[src/rtl/router_pkg.sv]
`default_nettype none
// ============================================================================
// Module      : router_pkg
// Description : Shared widths, header layout and entry type for the router
//               output FIFO.
// Revision    : 1.0 - initial release
// ============================================================================
package router_pkg;

   localparam int DATA_W      = 8;
   localparam int HDR_LEN_LSB = 2;
   localparam int HDR_ADDR_W  = 2;

   // One stored FIFO entry: header flag above the data byte.
   typedef struct packed {
      logic              lfd;
      logic [DATA_W-1:0] data;
   } fifo_entry_t;

   // Pointer width: one extra MSB distinguishes full from empty.
   function automatic int ptr_w(input int depth);
      return $clog2(depth) + 1;
   endfunction

endpackage
`default_nettype wire

[src/rtl/router_pkt_fifo_ptr_ctrl.sv]
`default_nettype none
// ============================================================================
// Module      : fifo_ptr_ctrl
// Description : Read/write pointers, accepted-request qualification, occupancy
//               count and empty/full/almost_full flags for the router FIFO.
// Revision    : 1.0 - initial release
// ============================================================================
module fifo_ptr_ctrl
   import router_pkg::*;
#(
   parameter int DEPTH     = 16,
   parameter int AF_THRESH = DEPTH - 2,
   localparam int PW       = ptr_w(DEPTH),
   localparam int AW       = PW - 1
) (
   input  logic          clk,
   input  logic          resetn,
   input  logic          soft_reset,
   input  logic          write_enb,
   input  logic          read_enb,
   output logic          wr_ok,
   output logic          rd_ok,
   output logic [AW-1:0] wr_addr,
   output logic [AW-1:0] rd_addr,
   output logic [PW-1:0] count,
   output logic          empty,
   output logic          full,
   output logic          almost_full
);

   logic [PW-1:0] wr_ptr_q, wr_ptr_d;
   logic [PW-1:0] rd_ptr_q, rd_ptr_d;
   logic [PW-1:0] count_q, count_d;

   // Flags and request qualification from registered state; a flush wins.
   always_comb begin
      empty       = (wr_ptr_q == rd_ptr_q);
      full        = (wr_ptr_q[PW-1] != rd_ptr_q[PW-1]) &&
                    (wr_ptr_q[AW-1:0] == rd_ptr_q[AW-1:0]);
      almost_full = (count_q >= PW'(AF_THRESH));
      wr_ok       = write_enb && !full  && !soft_reset;
      rd_ok       = read_enb  && !empty && !soft_reset;
      wr_addr     = wr_ptr_q[AW-1:0];
      rd_addr     = rd_ptr_q[AW-1:0];
      count       = count_q;
   end

   // Next pointer and occupancy values.
   always_comb begin
      wr_ptr_d = wr_ptr_q;
      rd_ptr_d = rd_ptr_q;
      count_d  = count_q;
      if (soft_reset) begin
         wr_ptr_d = '0;
         rd_ptr_d = '0;
         count_d  = '0;
      end else begin
         if (wr_ok) wr_ptr_d = wr_ptr_q + PW'(1);
         if (rd_ok) rd_ptr_d = rd_ptr_q + PW'(1);
         case ({wr_ok, rd_ok})
            2'b10:   count_d = count_q + PW'(1);
            2'b01:   count_d = count_q - PW'(1);
            default: count_d = count_q;
         endcase
      end
   end

   // Pointer and count registers.
   always_ff @(posedge clk or negedge resetn) begin
      if (!resetn) begin
         wr_ptr_q <= '0;
         rd_ptr_q <= '0;
         count_q  <= '0;
      end else begin
         wr_ptr_q <= wr_ptr_d;
         rd_ptr_q <= rd_ptr_d;
         count_q  <= count_d;
      end
   end

endmodule
`default_nettype wire

[src/rtl/router_pkt_fifo.sv]
`default_nettype none
// ============================================================================
// Module      : router_pkt_fifo
// Description : Router output-channel FIFO. Stores bytes with a header flag,
//               registers read data, and tracks packet boundaries with a
//               read-side counter loaded from the header length field.
//               Optional build macro ROUTER_FIFO_ERR_FLAGS_EN adds sticky
//               overflow/underflow error outputs.
// Revision    : 1.0 - initial release
// ============================================================================
module router_pkt_fifo
   import router_pkg::*;
#(
   parameter int DATA_W    = router_pkg::DATA_W,
   parameter int DEPTH     = 16,
   parameter int AF_THRESH = DEPTH - 2
) (
   input  logic                       clk,
   input  logic                       resetn,
   input  logic                       soft_reset,
   input  logic                       write_enb,
   input  logic                       read_enb,
   input  logic                       lfd_state,
   input  logic [DATA_W-1:0]          data_in,
   output logic [DATA_W-1:0]          data_out,
   output logic                       data_out_valid,
   output logic                       empty,
   output logic                       full,
   output logic                       almost_full,
   output logic [ptr_w(DEPTH)-1:0]    count,
`ifdef ROUTER_FIFO_ERR_FLAGS_EN
   output logic                       ovf_err,
   output logic                       udf_err,
`endif
   output logic                       pkt_busy
);

   localparam int AW    = ptr_w(DEPTH) - 1;
   localparam int PKT_W = DATA_W - 1;
   localparam int LEN_W = DATA_W - HDR_LEN_LSB;

   typedef struct packed {
      logic              lfd;
      logic [DATA_W-1:0] data;
   } entry_t;

   logic          wr_ok, rd_ok;
   logic [AW-1:0] wr_addr, rd_addr;
   entry_t        mem_q [DEPTH];
   entry_t        rd_entry;
   logic [LEN_W-1:0] hdr_len;

   logic [DATA_W-1:0] data_out_q, data_out_d;
   logic              valid_q, valid_d;
   logic [PKT_W-1:0]  pkt_cnt_q, pkt_cnt_d;

   fifo_ptr_ctrl #(
      .DEPTH     (DEPTH),
      .AF_THRESH (AF_THRESH)
   ) u_ptr_ctrl (
      .clk         (clk),
      .resetn      (resetn),
      .soft_reset  (soft_reset),
      .write_enb   (write_enb),
      .read_enb    (read_enb),
      .wr_ok       (wr_ok),
      .rd_ok       (rd_ok),
      .wr_addr     (wr_addr),
      .rd_addr     (rd_addr),
      .count       (count),
      .empty       (empty),
      .full        (full),
      .almost_full (almost_full)
   );

   // Storage array; contents are don't-care after reset so it is not reset.
   always_ff @(posedge clk) begin
      if (wr_ok) mem_q[wr_addr] <= '{lfd: lfd_state, data: data_in};
   end

   // Read data, valid strobe and packet counter next-state.
   always_comb begin
      rd_entry   = mem_q[rd_addr];
      hdr_len    = rd_entry.data[DATA_W-1:HDR_LEN_LSB];
      data_out_d = data_out_q;
      valid_d    = 1'b0;
      pkt_cnt_d  = pkt_cnt_q;
      if (soft_reset) begin
         data_out_d = '0;
         pkt_cnt_d  = '0;
      end else if (rd_ok) begin
         data_out_d = rd_entry.data;
         valid_d    = 1'b1;
         if (rd_entry.lfd)
            pkt_cnt_d = PKT_W'(hdr_len) + PKT_W'(1);
         else if (pkt_cnt_q != '0)
            pkt_cnt_d = pkt_cnt_q - PKT_W'(1);
      end
   end

   // Read-side registers.
   always_ff @(posedge clk or negedge resetn) begin
      if (!resetn) begin
         data_out_q <= '0;
         valid_q    <= 1'b0;
         pkt_cnt_q  <= '0;
      end else begin
         data_out_q <= data_out_d;
         valid_q    <= valid_d;
         pkt_cnt_q  <= pkt_cnt_d;
      end
   end

   assign data_out       = data_out_q;
   assign data_out_valid = valid_q;
   assign pkt_busy       = (pkt_cnt_q != '0);

`ifdef ROUTER_FIFO_ERR_FLAGS_EN
   logic ovf_err_q, ovf_err_d;
   logic udf_err_q, udf_err_d;

   // Sticky illegal-request flags; only a reset or flush clears them.
   always_comb begin
      ovf_err_d = ovf_err_q | (write_enb & full);
      udf_err_d = udf_err_q | (read_enb & empty);
      if (soft_reset) begin
         ovf_err_d = 1'b0;
         udf_err_d = 1'b0;
      end
   end

   // Error flag registers.
   always_ff @(posedge clk or negedge resetn) begin
      if (!resetn) begin
         ovf_err_q <= 1'b0;
         udf_err_q <= 1'b0;
      end else begin
         ovf_err_q <= ovf_err_d;
         udf_err_q <= udf_err_d;
      end
   end

   assign ovf_err = ovf_err_q;
   assign udf_err = udf_err_q;
`endif

endmodule
`default_nettype wire

[config.mk]
export PLATFORM = sky130hd
export DESIGN_NAME = router_pkt_fifo
export DESIGN_NICKNAME = d
export VERILOG_FILES = /design/src/rtl/router_pkg.sv /design/src/rtl/router_pkt_fifo_ptr_ctrl.sv /design/src/rtl/router_pkt_fifo.sv
export SDC_FILE = /design/constraint.sdc
export NUM_CORES = 1
export LEC_CHECK = 0
export BUFFER_PORTS_ARGS = -buffer_cell sky130_fd_sc_hd__buf_2
export CAP_MARGIN = 20
export CELL_PAD_IN_SITES_DETAIL_PLACEMENT = 0
export CELL_PAD_IN_SITES_GLOBAL_PLACEMENT = 1
export CORE_MARGIN = 4
export CORE_UTILIZATION = 25
export DETAILED_ROUTE_END_ITERATION = 16
export PLACE_DENSITY_LB_ADDON = 0.1
export SKIP_CTS_REPAIR_TIMING = 1
export SLEW_MARGIN = 20
export SYNTH_ARGS = -nofsm -noshare
export SYNTH_HDL_FRONTEND = slang
export SYNTH_SLANG_ARGS = --single-unit
[constraint.sdc]
create_clock -name clk -period 3.45 [get_ports clk]
set_clock_uncertainty 0.05 [all_clocks]
set_input_delay 0.8625 -clock clk [delete_from_list [all_inputs] [get_ports clk]]
set_output_delay 0.8625 -clock clk [all_outputs]
set_load 0.02 [all_outputs]
==> metrics.txt <==
CP peak stage delay=0.42 ns; Async SR Flop Fraction=0.177; CP delay by family, top=simple AND/OR/NAND/NOR gates; fin cells=894; GPL Wtd Cong=0.689; max_slew headroom=0.454; CTS clk-pin slew, worst paths=0.07 ns; drt via density=4.38; final hold slack=0.458 ns; pwr/cell area=603 nW/µm²; Mapped Area=7520 µm²; Die ar.=32,900 µm²; CP Class=flop to output pin; slowest CP cell=dfrtp_1; TritonCTS clock tree=built; initial DRC count=321; clock share of power=0.354; P_leak=2.96 nW; DR DRC count=0; Cell variety after synth=49; Critical Path Sink Type=output pin; routed wire length=18,400 µm; # port buffers=31; Cells after Synth=441; Worst Tran Pin Value=0.819 ns; Layout Nets=516; outcome=complete, no violations; met1 WL=8500 µm; CORE AREA=29,600 µm²; Setup Total Neg Slack=0 ns; Area Overhead vs Synth=16.8%; grt ovf=0; Worst EP required=2.54 ns; First-pass DRT Iterations=4; fin area=8780 µm²; met2 WL=9020 µm; crit path time final=3.14 ns; num ports=32; Final setup viols=0; antenna violations before repair=1; clock latency on the worst-skew pair=0.42 ns; Avg WL per Cell=20.6 µm; vias in the first global route=4,088; synthesized flop and latch total=175; Tot Pwr=0.00530 W; max-slew violations=0; crit-path most repeated cell=inv_1; switching pwr=0.00157 W; Yosys warnings=0; Max Used Layer=met5; Longest Clk Path Bufs=2; Syn Nets=466; final hold violation count=0; sequential share of the synthesized area=0.679; Area after DPL=8210 µm²; crit path buf inv count=4; starting density of the core=0.254; TritonCTS buffer count=17; Die Width=181 µm; CP Launch Type=flop; Hold WC Path Type=input port to asynchronous set/reset pin; largest net degree at the start of global routing=39; Post-synth top flop=edfxtp_1; clk sinks=175; crit-path cells=inv_1, ha_1, nor3b_1, nand2b_1, nor3_2, buf_4, inv_1, buf_2; Post-Place Cells=862; root buf cell=clkbuf_16; Worst EP arrival=2.23 ns; n_diodes=0; Filler Cell Count=2,984; Fmax achieved=0.318 GHz; DP HPWL=11,400 µm; sequential power share=0.454; final critical-path share of the clock period=0.910; RSZ-0062 raised after global routing=no; EDFF count, synth=144; row cnt=63; first-pass GRT wire length=27,800 µm; maxcap violations=0; Max IR drop VDD=322 µV; Logic pwr share=0.192; Die Height=181 µm; Max Fanout on Critical Path=5; H-tree depth=4; Pint=0.00373 W; Total GRT Usage=0.115; ANT nets after route=0; met3 WL=638 µm; layout cell share with drive strength beyond 1=0.280; Switching Share=0.296; Via Count=3,912; Avg Synthesized Cell Area=17.0 µm²
## power groups by stage
| stage | sequential (W) | clock [W] | combinational (W) |
|---|---|---|---|
| after detailed placement | 0.00245 | 0 | 0.00104 |
| after CTS | 0.00241 | 0.00195 | 0.00104 |
| after global placement | 0.00245 | 0 | 0.00104 |
| after global routing | 0.00242 | 0.00205 | 0.00113 |
| after floorplan | 0.00247 | 0 | 0.000727 |
| final | 0.00241 | 0.00188 | 0.00102 |
## logic make-up after synthesis
family	share of synthesized area
muxes	0.139
and+or+nand+nor	0.0772
AOI/OAI and AO/OA	0.0346
xor gates and xnor gates	0.0255
buffers and inverters	0.0260
adders and majority gates	0.0193
DFF	0.679
## per-layer routing
metal,vias to the layer above,global-route usage
li1,1805,-
met1,2036,0.158
met2,56,0.188
met3,13,0.0248
met4,2,0.0303
met5,-,0
## flip-flops by register name (all words and copies together), names as in the netlist
name and cells:
data_out_valid 1, pkt_cnt_q 7, u_ptr_ctrl.rd_ptr_q 5, u_ptr_ctrl.wr_ptr_q 5, data_out 8, u_ptr_ctrl.count 5
mem_q 144
## metrics by stage
step	setup slack [ns]	utilization
6_report	0.309	0.296
5_1_grt	0.154	0.296
4_1_cts	0.280	0.296
3_5_place_dp	0.599	0.277
3_3_place_gp	0.632	0.277
2_1_floorplan	0.612	-
## path summary, 6_finish.rpt
path	startpoint	to	slack, ns	cells after the start
max in group asynchronous	resetn	u_ptr_ctrl.rd_ptr_q[0]	2.36	1
worst max-delay path	pkt_cnt_q[0]	pkt_busy	0.31	8
min in group clk	data_out[6]	data_out[6]	0.47	2
worst max register to register	u_ptr_ctrl.wr_ptr_q[2]	u_ptr_ctrl.count[4]	0.67	13
worst min-delay path	resetn	u_ptr_ctrl.count[1]	0.46	1
worst min register to register	data_out[6]	data_out[6]	0.47	2
## cell usage after synthesis, types with 8 or more instances
cell,count,area [µm²]
a21oi_1,14,70.1
and2_1,17,106
buf_2,10,50.1
clkbuf_1,8,30.0
dfrtp_1,31,776
edfxtp_1,144,4320
ha_1,10,125
inv_1,9,33.8
mux2i_1,12,120
mux4_2,40,901
nand2_1,28,105
nand3_1,8,40.0
nor2_1,21,78.8
xnor2_1,10,87.6
xor2_1,10,87.6
## final cells by class
type / count / area [µm²] / share of cell area
Clock buffer: 18 / 429 / 0.0489
Inverter: 9 / 33.8 / 0.00385
Clock inverter: 14 / 148 / 0.0168
Sequential cell: 175 / 5100 / 0.581
Multi-Input combinational cell: 233 / 2220 / 0.253
Tap cell: 390 / 488 / 0.0556
Timing Repair Buffer: 55 / 360 / 0.0410
## cells in the final DEF (no fill, tap or decap), drive strengths merged, types with 2 or more instances in the layout
cell      netlist  routed
inv             9      16
buf            16      55
mux2i          13      13
a21oi          14      14
nand2b          2       2
and2           17      17
xor2           10      10
o21ai          11      11
nand3          10      10
edfxtp        144     144
o22ai           3       3
mux4           40      40
dfrtp          31      31
nor2           22      22
ha             10      10
clkinvlp        0       3
a21o            2       2
nand3b          2       2
nor3            8       8
a22oi           5       5
clkinv          0       4
nor4            3       3
clkbuf          8      18
nand2          28      28
o21a            2       2
nor2b           3       3
nand4           6       6
nor3b           3       3
xnor2          11      11
No activity file was read; power rests on OpenSTA's default activity.
